[src/rtl/ps2_pkg.sv]
// Shared PS/2 definitions: transmitter state encoding, command bytes and default timing.
package ps2_pkg;

  typedef enum logic [2:0] {
    StIdle,
    StInhibit,
    StRts,
    StShift,
    StAck,
    StWaitIdle,
    StDone,
    StErr
  } tx_state_e;

  localparam logic [7:0] Ps2CmdReset  = 8'hFF;
  localparam logic [7:0] Ps2CmdEnable = 8'hF4;
  localparam logic [7:0] Ps2Ack       = 8'hFA;

  localparam int unsigned Ps2InhibitCycles = 6000;
  localparam int unsigned Ps2TimeoutCycles = 750000;
  localparam int unsigned Ps2FilterLen     = 8;

  function automatic logic odd_parity(input logic [7:0] data);
    return ~^data;
  endfunction

endpackage

[src/rtl/ps2_line_sync.sv]
// PS/2 pin conditioning: 2-flop synchronisers, clock glitch filter and falling-edge strobe.
module ps2_line_sync #(
  parameter int unsigned FilterLen = 8
) (
  input  logic clk_i,
  input  logic rst_i,
  input  logic ps2_clk_i,
  input  logic ps2_data_i,
  output logic clk_filt_o,
  output logic data_sync_o,
  output logic fall_o
);

  localparam int unsigned FiltW = $clog2(FilterLen + 1);
  localparam logic [FiltW-1:0] FiltLast = FiltW'(FilterLen - 1);

  logic [1:0]       clk_sync_q;
  logic [1:0]       data_sync_q;
  logic             clk_filt_q, clk_filt_d;
  logic             clk_prev_q;
  logic [FiltW-1:0] filt_cnt_q, filt_cnt_d;

  // A new level is accepted only after FilterLen consecutive differing samples.
  always_comb begin
    clk_filt_d = clk_filt_q;
    filt_cnt_d = '0;
    if (clk_sync_q[1] != clk_filt_q) begin
      if (filt_cnt_q == FiltLast) begin
        clk_filt_d = clk_sync_q[1];
      end else begin
        filt_cnt_d = filt_cnt_q + FiltW'(1);
      end
    end
  end

  // Idle bus level is high, so everything resets to 1 to avoid a spurious fall.
  always_ff @(posedge clk_i or posedge rst_i) begin
    if (rst_i) begin
      clk_sync_q  <= 2'b11;
      data_sync_q <= 2'b11;
      clk_filt_q  <= 1'b1;
      clk_prev_q  <= 1'b1;
      filt_cnt_q  <= '0;
    end else begin
      clk_sync_q  <= {clk_sync_q[0], ps2_clk_i};
      data_sync_q <= {data_sync_q[0], ps2_data_i};
      clk_filt_q  <= clk_filt_d;
      clk_prev_q  <= clk_filt_q;
      filt_cnt_q  <= filt_cnt_d;
    end
  end

  assign clk_filt_o  = clk_filt_q;
  assign data_sync_o = data_sync_q[1];
  assign fall_o      = clk_prev_q & ~clk_filt_q;

endmodule

[src/rtl/ps2_host_tx.sv]
// PS/2 host-to-device transmitter: inhibit, request-to-send, device-clocked shift, ACK check.
module ps2_host_tx
  import ps2_pkg::*;
#(
  parameter int unsigned InhibitCycles = Ps2InhibitCycles,
  parameter int unsigned TimeoutCycles = Ps2TimeoutCycles,
  parameter int unsigned FilterLen     = Ps2FilterLen
) (
  input  logic       clk_i,
  input  logic       rst_i,
  input  logic [7:0] tx_data_i,
  input  logic       tx_start_i,
  output logic       tx_busy_o,
  output logic       tx_done_o,
  output logic       tx_error_o,
  input  logic       ps2_clk_i,
  input  logic       ps2_data_i,
  output logic       ps2_clk_oe_o,
  output logic       ps2_data_oe_o
);

  localparam int unsigned CntMax = (InhibitCycles > TimeoutCycles) ? InhibitCycles
                                                                   : TimeoutCycles;
  localparam int unsigned CntW = $clog2(CntMax + 1);
  localparam logic [CntW-1:0] InhibitLast = CntW'(InhibitCycles - 1);
  localparam logic [CntW-1:0] TimeoutLim  = CntW'(TimeoutCycles);

  tx_state_e       state_q, state_d;
  logic [CntW-1:0] cnt_q, cnt_d;
  logic [9:0]      shift_q, shift_d;
  logic [3:0]      bit_cnt_q, bit_cnt_d;
  logic            clk_filt, data_sync, fall;
  logic            timeout;

  ps2_line_sync #(
    .FilterLen(FilterLen)
  ) u_line_sync (
    .clk_i      (clk_i),
    .rst_i      (rst_i),
    .ps2_clk_i  (ps2_clk_i),
    .ps2_data_i (ps2_data_i),
    .clk_filt_o (clk_filt),
    .data_sync_o(data_sync),
    .fall_o     (fall)
  );

  assign timeout = (cnt_q == TimeoutLim);

  always_comb begin
    state_d       = state_q;
    cnt_d         = cnt_q + CntW'(1);
    shift_d       = shift_q;
    bit_cnt_d     = bit_cnt_q;
    tx_busy_o     = 1'b1;
    tx_done_o     = 1'b0;
    tx_error_o    = 1'b0;
    ps2_clk_oe_o  = 1'b0;
    ps2_data_oe_o = 1'b0;

    unique case (state_q)
      StIdle: begin
        tx_busy_o = 1'b0;
        cnt_d     = '0;
        if (tx_start_i) begin
          // Frame shifted out LSB first: D0..D7, parity, stop.
          shift_d   = {1'b1, odd_parity(tx_data_i), tx_data_i};
          bit_cnt_d = '0;
          state_d   = StInhibit;
        end
      end
      StInhibit: begin
        ps2_clk_oe_o = 1'b1;
        if (cnt_q == InhibitLast) begin
          ps2_data_oe_o = 1'b1;
          cnt_d         = '0;
          state_d       = StRts;
        end
      end
      StRts: begin
        ps2_data_oe_o = 1'b1;
        if (fall) begin
          cnt_d     = '0;
          bit_cnt_d = 4'd1;
          state_d   = StShift;
        end else if (timeout) begin
          state_d = StErr;
        end
      end
      StShift: begin
        ps2_data_oe_o = ~shift_q[0];
        if (fall) begin
          cnt_d     = '0;
          shift_d   = {1'b1, shift_q[9:1]};
          bit_cnt_d = bit_cnt_q + 4'd1;
          if (bit_cnt_q == 4'd9) begin
            state_d = StAck;
          end
        end else if (timeout) begin
          state_d = StErr;
        end
      end
      StAck: begin
        if (fall) begin
          cnt_d     = '0;
          bit_cnt_d = (bit_cnt_q == 4'd11) ? bit_cnt_q : bit_cnt_q + 4'd1;
          state_d   = data_sync ? StErr : StWaitIdle;
        end else if (timeout) begin
          state_d = StErr;
        end
      end
      StWaitIdle: begin
        if (clk_filt && data_sync) begin
          state_d = StDone;
        end else if (timeout) begin
          state_d = StErr;
        end
      end
      StDone: begin
        tx_busy_o = 1'b0;
        tx_done_o = 1'b1;
        cnt_d     = '0;
        state_d   = StIdle;
      end
      StErr: begin
        tx_busy_o  = 1'b0;
        tx_error_o = 1'b1;
        cnt_d      = '0;
        state_d    = StIdle;
      end
      default: begin
        tx_busy_o = 1'b0;
        cnt_d     = '0;
        state_d   = StIdle;
      end
    endcase
  end

  always_ff @(posedge clk_i or posedge rst_i) begin
    if (rst_i) begin
      state_q   <= StIdle;
      cnt_q     <= '0;
      shift_q   <= '1;
      bit_cnt_q <= '0;
    end else begin
      state_q   <= state_d;
      cnt_q     <= cnt_d;
      shift_q   <= shift_d;
      bit_cnt_q <= bit_cnt_d;
    end
  end

endmodule

[config.mk]
export PLATFORM = sky130hd
export DESIGN_NAME = ps2_host_tx
export DESIGN_NICKNAME = d
export VERILOG_FILES = /design/src/rtl/ps2_pkg.sv /design/src/rtl/ps2_line_sync.sv /design/src/rtl/ps2_host_tx.sv
export SDC_FILE = /design/constraint.sdc
export NUM_CORES = 1
export LEC_CHECK = 0
export ABC_AREA = 1
export CAP_MARGIN = 20
export CORE_MARGIN = 4
export CORE_UTILIZATION = 54
export DETAILED_ROUTE_END_ITERATION = 6
export DONT_BUFFER_PORTS = 1
export GPL_ROUTABILITY_DRIVEN = 0
export PLACE_DENSITY = 0.68
export REMOVE_ABC_BUFFERS = 1
export SETUP_SLACK_MARGIN = 0.02
export SLEW_MARGIN = 25
export SYNTH_ARGS = -nofsm -noshare
export SYNTH_HDL_FRONTEND = slang
export SYNTH_SLANG_ARGS = --single-unit
[constraint.sdc]
create_clock -name clk_i -period 1.4 [get_ports clk_i]
set_input_delay 0.14 -clock clk_i [delete_from_list [all_inputs] [get_ports clk_i]]
set_output_delay 0.14 -clock clk_i [all_outputs]
set_load 0.02 [all_outputs]
==> impl_metrics.toml <==
[setup_path]
reg2reg_depth = 9
path_max_fanout = 3
r2r-end = "cnt_q[14]"
slowest_stage = "dfrtp_1"
path_cells = "inv_1 -> nand4_1 -> nor2_2 -> nand3_1 -> o221ai_2 -> buf_4"
cp.arrival_ns = 1.65
path_class = "flop to output port"
critPathLaunchType = "flop"
rr_startpoint = "cnt_q[1]"
slowest_delay_ns = 0.42
cp.required_ns = 1.26
rrSetupSlack_ns = -0.39
cp-end-kind = "output port"
crit_family = "simple AND/OR/NAND/NOR gates"
path_buf_inv = 2

[sta]
setup_viol = 40
fin_tns_setup_ns = -9.609
skew_ns = 0.007874
report.final.slew_viol_count = 0
finalHoldViolCount = 0
setup_ws_ns = -0.3901
worst_pin_slew_ns = 0.3864
slew_headroom = 0.7421
clock.fmax_ghz = 0.5586
min_period_ns = 1.790
rsz0062_at_grt = "true"
post-route-period-util = 1.279

[clock_tree]
numCtsBuffers = 5
cts_tree = "done"
cts_sinks = 46
cts_buffer_depth = 2
clock_latency_ns = 0.31
root_buffer = "clkbuf_8"
ctsHtreeMaxLevel = 2
path_clk_slew_ns = 0.10

[detailed_routing]
vias = 2888
drcViolationCount = 0
first_iter_violations = 271
drt-vias-per-instance = 5.811
firstDrtPassIters = 5
wl_um = 9782
final_antenna_net_count = 0
wl_per_cell_um = 19.68

[synth]
synth_area_um2 = 2638
netlist_top_cells_area = "dfrtp_1, dfstp_2, nand2_1"
yosysWarnings = 0
yosysTopAreaCell = "dfrtp_1"
synth_top_cell_area_share = 0.2941
synth_seq_cells = 46
synth.avg_cell_area_um2 = 8.141
async_reset_ff_frac = 1.000
synth_ff_type = "dfrtp_1"
synthCells = 324
synth_cell_types = 40
synth-edff-count = 0
yosysSeqAreaShare = 0.4435

[power]
power.total_uw = 7880
p_sw_uw = 3555
p_seq_frac = 0.262
intPower_uw = 4325
p_leak_uw = 0.001841
combPwrFrac = 0.608
power_density_nw_per_um2 = 1913
peakVddDrop_v = 0.001123
p_clk_frac = 0.131
switching_share = 0.4511

[grt]
grt_pass1_wl_um = 12390
antenna_found_initial = 0
grt_pass1_vias = 2648
track_usage = 0.2617
grt_max_degree = 32
overflow = 0

[floorplanning]
fp-row-count = 25
die_w_um = 77.89
start_util = 0.5584
core_um2 = 4723
die_y_um = 77.89
boundaryPins = 18
dieArea_um2 = 6066

[placed_design]
post-dp-hpwl_um = 4042
placed_cell_area_um2 = 3104
portBuffers = 0

[finish]
nets = 447
final_layout_size_suffix_gt1_frac = 0.5047
nFillCells = 208
antenna_cells = 0
syn_to_final_growth_pct = 56.21
final_area_um2 = 4120

[worst_hold_path]
hold_class = "primary input to asynchronous set/reset pin"

[outcome]
status = "finished, violations left"
violations = "negative setup slack"

[flow_run]
cap_violations = 0
## placed cells by master, fill, tap and decap left out, types with 4 or more instances in the layout
master,Yosys,final
a31oi_1,8,8
nor2_1,51,33
o21ai_1,1,4
buf_6,1,20
nor2_4,4,14
nand2_2,5,12
dlygate4sd3_1,0,11
inv_4,1,5
a21oi_1,14,12
nor2_2,9,19
buf_4,1,66
o21ai_2,0,4
dfrtp_2,0,4
inv_2,5,7
inv_1,29,21
nand3_2,2,5
clkbuf_8,0,5
nand2_4,2,6
xor2_1,10,7
nand2_8,0,5
nand3_1,16,12
nor3_4,0,4
nand2_1,66,51
xnor2_1,7,7
dfrtp_1,31,27
nand4_1,4,4
dfstp_2,15,15
## cells in the mapped netlist (2+ instances only)
master    n
nand2_1  66
nor2_1   51
dfrtp_1  31
inv_1    29
nand3_1  16
dfstp_2  15
a21oi_1  14
o21ai_0  10
xor2_1   10
nor2_2    9
a31oi_1   8
nor3_1    7
xnor2_1   7
ha_1      5
inv_2     5
nand2_2   5
nand4_1   4
nor2_4    4
nor3_2    3
nand2_4   2
nand3_2   2
nor3b_1   2
or2_2     2
## how the worst max path moves through the flow
stage / cells after the start / from / end / slack, ns
detailed placement: 8 / cnt_q[0] / cnt_q[14] / -0.22
floorplan: 8 / state_q[1] / shift_q[8] / -0.14
global placement: 8 / cnt_q[0] / cnt_q[14] / -0.18
finish: 6 / cnt_q[4] / ps2_data_oe_o / -0.39
global route: 9 / cnt_q[1] / cnt_q[14] / -0.46
CTS: 6 / cnt_q[0] / ps2_data_oe_o / -0.28
## metrics by stage
| step | util | setup slack (ns) | std cells | hold slack [ns] |
|---|---|---|---|---|
| final | 0.8723 | -0.3901 | 497 | 0.2466 |
| after global routing | 0.8723 | -0.4558 | 497 | 0.2477 |
| after CTS | 0.8056 | -0.2842 | 488 | 0.2642 |
| after detailed placement | 0.6572 | -0.2173 | 441 | 0.02468 |
| after global placement | 0.6572 | -0.1756 | 441 | 0.01697 |
| after floorplan | - | -0.1363 | 319 | 0.1445 |
## area by class of cell
class,count,area [um2],area share
Sequential cell,46,1175,0.2852
Timing Repair inverter,1,11.26,0.002733
Multi-Input combinational cell,241,1708,0.4145
Inverter,35,161.4,0.03917
Clock inverter,2,37.54,0.009110
Tap cell,67,83.83,0.02035
Timing Repair Buffer,99,870.8,0.2114
Clock buffer,6,72.57,0.01761
## repair_timing
action                                  4_1_cts  5_1_grt
setup buffers                                24       14
hold buffers                                 11        0
endpoints found under the hold margin        25        0
pin swaps                                    25       27
endpoints found under the setup margin       41       41
resized for setup                            78       62
cloned                                        4        0
## power groups by stage
stage                     clock network, uW  logic [uW]  registers (uW)
after floorplan                           0        1630            1970
after global placement                    0        2410            1960
after detailed placement                  0        2450            1970
after CTS                              1010        3660            1980
after global routing                   1090        5020            2080
final                                  1030        4790            2060
## flip-flops by register name, indices dropped and copies added, names as in the netlist, 2 cells and up
register	count
shift_q	9
cnt_q	20
u_line_sync.filt_cnt_q	4
u_line_sync.clk_sync_q	2
state_q	3
u_line_sync.data_sync_q	2
bit_cnt_q	4
## per-layer routing
layer,up-vias,share of wire,global-route usage
met5,-,0,0
met4,0,0.045,0.1103
met3,53,0.080,0.03712
met2,209,0.50,0.4563
met1,1378,0.38,0.3214
li1,1248,-,-
## logic make-up (layout without fill, tap and decap cells)
family / after synthesis / count (layout) / synth area share
AOI/OAI and AO/OA: 37 / 37 / 0.07875
xor gates and xnor gates: 17 / 17 / 0.05645
adders and majority gates: 5 / 5 / 0.02372
buffers and inverters: 40 / 143 / 0.06688
DFF: 46 / 46 / 0.4435
muxes: 1 / 1 / 0.004269
and+or+nand+nor: 178 / 181 / 0.3264
No activity file was read; power rests on OpenSTA's default activity.
